**src/rtl/radix2_butterfly_pipe.sv**
```systemverilog
// Three-stage radix-2 DIT butterfly: X = A + W*B, Y = A - W*B on complex fixed point,
// with optional round-half-up halving, per-component saturation and a sticky overflow flag.
module radix2_butterfly_pipe #(
  parameter int DW = 16,
  parameter int TW = 16
) (
  input  logic          clk,
  input  logic          rst_n,
  input  logic          in_valid,
  output logic          in_ready,
  input  logic [DW-1:0] re_a,
  input  logic [DW-1:0] im_a,
  input  logic [DW-1:0] re_b,
  input  logic [DW-1:0] im_b,
  input  logic [TW-1:0] tw_re,
  input  logic [TW-1:0] tw_im,
  input  logic          tw_bypass,
  input  logic          scale_en,
  output logic          out_valid,
  input  logic          out_ready,
  output logic [DW-1:0] re_x,
  output logic [DW-1:0] im_x,
  output logic [DW-1:0] re_y,
  output logic [DW-1:0] im_y,
  input  logic          ovf_clr,
  output logic          ovf_sticky
);
  localparam int PW = DW + TW + 1;
  localparam int SW = DW + 2;
  localparam int EW = DW + 3;
  localparam logic signed [PW-1:0] RND_HALF = PW'(1) <<< (TW - 2);
  localparam logic signed [EW-1:0] SAT_MAX  = {{(EW-DW+1){1'b0}}, {(DW-1){1'b1}}};
  localparam logic signed [EW-1:0] SAT_MIN  = {{(EW-DW+1){1'b1}}, {(DW-1){1'b0}}};

  function automatic logic signed [SW-1:0] round_prod(input logic signed [PW-1:0] p);
    logic signed [PW-1:0] r;
    r = (p + RND_HALF) >>> (TW - 1);
    return r[SW-1:0];
  endfunction

  function automatic logic signed [EW-1:0] scale_sum(input logic signed [EW-1:0] s,
                                                     input logic en);
    logic signed [EW-1:0] r;
    r = s;
    if (en) r = (s + EW'(1)) >>> 1;
    return r;
  endfunction

  function automatic logic is_sat(input logic signed [EW-1:0] s);
    return (s > SAT_MAX) || (s < SAT_MIN);
  endfunction

  function automatic logic [DW-1:0] saturate(input logic signed [EW-1:0] s);
    logic [DW-1:0] r;
    if (s > SAT_MAX)      r = {1'b0, {(DW-1){1'b1}}};
    else if (s < SAT_MIN) r = {1'b1, {(DW-1){1'b0}}};
    else                  r = s[DW-1:0];
    return r;
  endfunction

  logic advance;

  logic                 vld_p1_q, vld_p1_d;
  logic signed [DW-1:0] a_re_p1_q, a_re_p1_d, a_im_p1_q, a_im_p1_d;
  logic signed [DW-1:0] b_re_p1_q, b_re_p1_d, b_im_p1_q, b_im_p1_d;
  logic signed [TW-1:0] w_re_p1_q, w_re_p1_d, w_im_p1_q, w_im_p1_d;
  logic                 byp_p1_q, byp_p1_d, scl_p1_q, scl_p1_d;

  logic                 vld_p2_q, vld_p2_d;
  logic signed [DW-1:0] a_re_p2_q, a_re_p2_d, a_im_p2_q, a_im_p2_d;
  logic signed [SW-1:0] p_re_p2_q, p_re_p2_d, p_im_p2_q, p_im_p2_d;
  logic                 scl_p2_q, scl_p2_d;

  logic                 vld_p3_q, vld_p3_d;
  logic [DW-1:0]        x_re_p3_q, x_re_p3_d, x_im_p3_q, x_im_p3_d;
  logic [DW-1:0]        y_re_p3_q, y_re_p3_d, y_im_p3_q, y_im_p3_d;
  logic                 sat_p3_q, sat_p3_d;
  logic                 ovf_q, ovf_d;

  logic signed [PW-1:0] br_w, bi_w, wr_w, wi_w, pr_full, pi_full;
  logic signed [EW-1:0] sx_re, sx_im, sy_re, sy_im;

  assign advance  = !vld_p3_q || out_ready;
  assign in_ready = advance;

  // S1 -> S2: full-precision complex product; PW bits keep (-1,-1)*(min,min) from wrapping
  assign br_w    = PW'(b_re_p1_q);
  assign bi_w    = PW'(b_im_p1_q);
  assign wr_w    = PW'(w_re_p1_q);
  assign wi_w    = PW'(w_im_p1_q);
  assign pr_full = br_w * wr_w - bi_w * wi_w;
  assign pi_full = br_w * wi_w + bi_w * wr_w;

  // S2 -> S3: butterfly add/sub, optional halving, then saturation
  assign sx_re = scale_sum(EW'(a_re_p2_q) + EW'(p_re_p2_q), scl_p2_q);
  assign sx_im = scale_sum(EW'(a_im_p2_q) + EW'(p_im_p2_q), scl_p2_q);
  assign sy_re = scale_sum(EW'(a_re_p2_q) - EW'(p_re_p2_q), scl_p2_q);
  assign sy_im = scale_sum(EW'(a_im_p2_q) - EW'(p_im_p2_q), scl_p2_q);

  always_comb begin
    vld_p1_d  = vld_p1_q;
    a_re_p1_d = a_re_p1_q;
    a_im_p1_d = a_im_p1_q;
    b_re_p1_d = b_re_p1_q;
    b_im_p1_d = b_im_p1_q;
    w_re_p1_d = w_re_p1_q;
    w_im_p1_d = w_im_p1_q;
    byp_p1_d  = byp_p1_q;
    scl_p1_d  = scl_p1_q;
    vld_p2_d  = vld_p2_q;
    a_re_p2_d = a_re_p2_q;
    a_im_p2_d = a_im_p2_q;
    p_re_p2_d = p_re_p2_q;
    p_im_p2_d = p_im_p2_q;
    scl_p2_d  = scl_p2_q;
    vld_p3_d  = vld_p3_q;
    x_re_p3_d = x_re_p3_q;
    x_im_p3_d = x_im_p3_q;
    y_re_p3_d = y_re_p3_q;
    y_im_p3_d = y_im_p3_q;
    sat_p3_d  = sat_p3_q;
    // A held beat keeps its saturation bit; it only reaches the flag on the transfer edge.
    ovf_d     = (ovf_q && !ovf_clr) || (vld_p3_q && out_ready && sat_p3_q);
    if (advance) begin
      vld_p1_d  = in_valid;
      a_re_p1_d = signed'(re_a);
      a_im_p1_d = signed'(im_a);
      b_re_p1_d = signed'(re_b);
      b_im_p1_d = signed'(im_b);
      w_re_p1_d = signed'(tw_re);
      w_im_p1_d = signed'(tw_im);
      byp_p1_d  = tw_bypass;
      scl_p1_d  = scale_en;
      vld_p2_d  = vld_p1_q;
      a_re_p2_d = a_re_p1_q;
      a_im_p2_d = a_im_p1_q;
      p_re_p2_d = byp_p1_q ? SW'(b_re_p1_q) : round_prod(pr_full);
      p_im_p2_d = byp_p1_q ? SW'(b_im_p1_q) : round_prod(pi_full);
      scl_p2_d  = scl_p1_q;
      vld_p3_d  = vld_p2_q;
      x_re_p3_d = saturate(sx_re);
      x_im_p3_d = saturate(sx_im);
      y_re_p3_d = saturate(sy_re);
      y_im_p3_d = saturate(sy_im);
      sat_p3_d  = is_sat(sx_re) || is_sat(sx_im) || is_sat(sy_re) || is_sat(sy_im);
    end
  end

  always_ff @(posedge clk) begin
    if (!rst_n) begin
      vld_p1_q  <= 1'b0;
      vld_p2_q  <= 1'b0;
      vld_p3_q  <= 1'b0;
      x_re_p3_q <= '0;
      x_im_p3_q <= '0;
      y_re_p3_q <= '0;
      y_im_p3_q <= '0;
      sat_p3_q  <= 1'b0;
      ovf_q     <= 1'b0;
    end else begin
      vld_p1_q  <= vld_p1_d;
      vld_p2_q  <= vld_p2_d;
      vld_p3_q  <= vld_p3_d;
      x_re_p3_q <= x_re_p3_d;
      x_im_p3_q <= x_im_p3_d;
      y_re_p3_q <= y_re_p3_d;
      y_im_p3_q <= y_im_p3_d;
      sat_p3_q  <= sat_p3_d;
      ovf_q     <= ovf_d;
    end
  end

  always_ff @(posedge clk) begin
    a_re_p1_q <= a_re_p1_d;
    a_im_p1_q <= a_im_p1_d;
    b_re_p1_q <= b_re_p1_d;
    b_im_p1_q <= b_im_p1_d;
    w_re_p1_q <= w_re_p1_d;
    w_im_p1_q <= w_im_p1_d;
    byp_p1_q  <= byp_p1_d;
    scl_p1_q  <= scl_p1_d;
    a_re_p2_q <= a_re_p2_d;
    a_im_p2_q <= a_im_p2_d;
    p_re_p2_q <= p_re_p2_d;
    p_im_p2_q <= p_im_p2_d;
    scl_p2_q  <= scl_p2_d;
  end

  assign out_valid  = vld_p3_q;
  assign re_x       = x_re_p3_q;
  assign im_x       = x_im_p3_q;
  assign re_y       = y_re_p3_q;
  assign im_y       = y_im_p3_q;
  assign ovf_sticky = ovf_q;

endmodule

```
**config.mk**
```make
export PLATFORM = sky130hd
export DESIGN_NAME = radix2_butterfly_pipe
export DESIGN_NICKNAME = d
export VERILOG_FILES = /design/src/rtl/radix2_butterfly_pipe.sv
export SDC_FILE = /design/constraint.sdc
export NUM_CORES = 2
export LEC_CHECK = 0
export ABC_CLOCK_PERIOD_IN_PS = 12800
export CORE_MARGIN = 2
export CORE_UTILIZATION = 60
export CTS_BUF_LIST = sky130_fd_sc_hd__clkbuf_8
export DETAILED_ROUTE_END_ITERATION = 8
export PLACE_DENSITY = 0.78
export SETUP_SLACK_MARGIN = 0.5
export SYNTH_ARGS = -nofsm -noshare
export SYNTH_HDL_FRONTEND = slang
export SYNTH_SLANG_ARGS = --single-unit
```
**constraint.sdc**
```tcl
create_clock -name clk -period 12.8 [get_ports clk]
set_clock_uncertainty 0.1 [all_clocks]
set_input_delay 2.56 -clock clk [delete_from_list [all_inputs] [get_ports clk]]
set_output_delay 2.56 -clock clk [all_outputs]
set_load 0.02 [all_outputs]
```
==> impl_metrics.env <==
export IMPL_r2r_slack_ns=3.56
export IMPL_holdBufCountCts=0
export IMPL_synthesis_nets=7368
export IMPL_ys_ff_latch=236
export IMPL_worst_pin_slew_ns=1.13
export IMPL_synth_top_area_share_pct=43.6
export IMPL_firstDrtPassIters=8
export IMPL_cp_max_fo=20
export IMPL_drc=0
export IMPL_arrival_ns=9.59
export IMPL_overflow=0
export IMPL_grt_max_degree=118
export IMPL_start_kind="flip-flop"
export IMPL_num_vias=39778
export IMPL_clk_pin_slew_ns=0.07
export IMPL_grt_use_total_pct=32.4
export IMPL_wl_um=143000
export IMPL_antenna_found_initial=10
export IMPL_crit_top_cell="fa_1"
export IMPL_period_share_pct=72.2
export IMPL_outcome="completed"
export IMPL_async_reset_ff_share_pct=0
export IMPL_fin_setup_tns_ns=0
export IMPL_synth_edf_count=167
export IMPL_final_max_slew_viol_count=0
export IMPL_crit_path_end_kind="flip-flop"
export IMPL_gp_congestion=0.946
export IMPL_fmax_mhz=108
export IMPL_synthCells=5713
export IMPL_dr_first_iter_drc_count=3202
export IMPL_hp_class="reg -> reg"
export IMPL_drive_gt1_share_pct=3.85
export IMPL_setup_violations_final=0
export IMPL_portBuffers=169
export IMPL_synth_largest_area_cell="fa_1"
export IMPL_cts_tree="built"
export IMPL_wire_per_inst_um=20.6
export IMPL_synth_warnings=0
export IMPL_whs_ns=0.312
export IMPL_die_height_um=304
export IMPL_crit_path_top_delay_cell="edfxtp_1"
export IMPL_grt_first_pass_wirelength_um=234000
export IMPL_htreeDepth=2
export IMPL_drt_vias_per_instance=5.73
export IMPL_core_area_um2=89600
export IMPL_critical_path_top_delay_family="adder cells"
export IMPL_drv_cap=0
export IMPL_rsz0062_at_grt="false"
export IMPL_relSlewSlack_pct=23.8
export IMPL_num_rows=110
export IMPL_reg_largest_list="p_im_p2_q x18, p_re_p2_q x18"
export IMPL_critPathKind="reg -> reg"
export IMPL_avgSynthCellArea_um2=9.46
export IMPL_hold_viol_final=0
export IMPL_grt_pass1_vias=43697
export IMPL_ys_seq_area_share_pct=11.8
export IMPL_place_detailed_hpwl_um=109000
export IMPL_synthToLayoutAreaGrowth_pct=6.62
export IMPL_fin_nets=7386
export IMPL_fillers=7094
export IMPL_io_pins=170
export IMPL_worstSkewPairLatency_ns=0.72
export IMPL_syn_area_um2=54100
export IMPL_cts_buffers=48
export IMPL_synthFlopType="edfxtp_1"
export IMPL_cp_num_buf_inv=6
export IMPL_clk_path_buf_depth=3
export IMPL_die_area_um2=92500
export IMPL_min_period_ns=9.24
export IMPL_cts_setup_buffers=0
export IMPL_layout_commonest_cell="inv_1"
export IMPL_clkSinkCount=236
export IMPL_drtAntennaViolNets=0
export IMPL_cpPeakStageDelay_ns=0.91
export IMPL_synth_area_leaders="fa_1, inv_1, edfxtp_1, ha_1, and2_1"
export IMPL_die_w_um=304
export IMPL_cts_resized=0
export IMPL_yosysUniqueCellTypes=102
export IMPL_start_util_pct=60.3
export IMPL_crit_required_ns=13.15
export IMPL_cts_root_buffer="clkbuf_8"
export IMPL_final_cell_mix="inv_1, fa_1, nand2_1"
[per-stage QoR]
step,worst slack [ns],std cells,cell area [um^2],utilization (%)
3_3_place_gp,3.89,6857,56700,63.3
5_1_grt,3.33,6946,57600,64.3
2_1_floorplan,2.48,5713,54100,-
4_1_cts,3.68,6945,57600,64.3
6_report,3.56,6947,57600,64.3
3_5_place_dp,3.66,6857,56700,63.3
[synthesized netlist by cell type, types with 34 or more instances]
library cell,number
inv_1,1345
fa_1,1177
nand2_1,626
and2_1,489
ha_1,375
clkbuf_1,243
edfxtp_1,167
nor2_1,161
o21ai_0,144
a21oi_1,125
xnor2_1,89
dfxtp_1,69
nand2b_1,48
nor3_1,45
nand3_1,35
a21o_1,34
[layer usage]
| metal | share of wire (%) | track usage (%) | wire length [um] | vias to the layer above |
|---|---|---|---|---|
| met5 | 0.023 | 0 | 33 | - |
| met4 | 4.5 | 12.2 | 6470 | 6 |
| met3 | 9.9 | 7.66 | 14100 | 495 |
| met2 | 48 | 54.5 | 68100 | 1855 |
| met1 | 38 | 40.7 | 54300 | 20050 |
| li1 | - | - | - | 17372 |
[worst reg2reg max path, delay by kind of cell, from the launching register on]
| kind | cells | cell delay, ns |
|---|---|---|
| buffers and inverters | 6 | 0.60 |
| adder cells (fa/ha/maj) | 9 | 4.27 |
| AO/OA/AOI/OAI | 8 | 2.32 |
| flip-flops | 1 | 0.91 |
| AND/OR/NAND/NOR | 2 | 0.40 |
| XOR/XNOR | 1 | 0.11 |
| multiplexers | 1 | 0.27 |
[cell type report]
class | count | area, um^2 | share of cell area (%)
Inverter | 1348 | 5070 | 8.79
Clock buffer | 52 | 716 | 1.24
Multi-Input combinational cell | 3856 | 41500 | 72.0
Antenna cell | 2 | 5.00 | 0.00868
Timing Repair Buffer | 241 | 2230 | 3.86
Tap cell | 1176 | 1470 | 2.55
Sequential cell | 236 | 6400 | 11.1
Clock inverter | 36 | 230 | 0.399
[cells by family after synthesis]
group	after synthesis	synth area share [%]
flops	236	11.8
compound gates	586	7.42
mux	13	0.250
simple gates	1584	14.9
fa+ha+maj	1552	52.3
xor+xnor	121	1.97
buf+inv	1621	11.4
[final timing paths]
kind                            cells after the start                 endpoint                    start
worst min-delay path                                0  a_re_p2_q[15]$_DFFE_PP_  a_re_p1_q[15]$_DFFE_PP_
worst max-delay path                               27  p_im_p2_q[17]$_DFFE_PP_   b_re_p1_q[2]$_DFFE_PP_
worst min register to register                      0  a_re_p2_q[15]$_DFFE_PP_  a_re_p1_q[15]$_DFFE_PP_
worst max register to register                     27  p_im_p2_q[17]$_DFFE_PP_   b_re_p1_q[2]$_DFFE_PP_
Power is left out: the tool's default activity adds up to more than one toggle a clock period on the data nets, which glitch-free logic cannot reach.
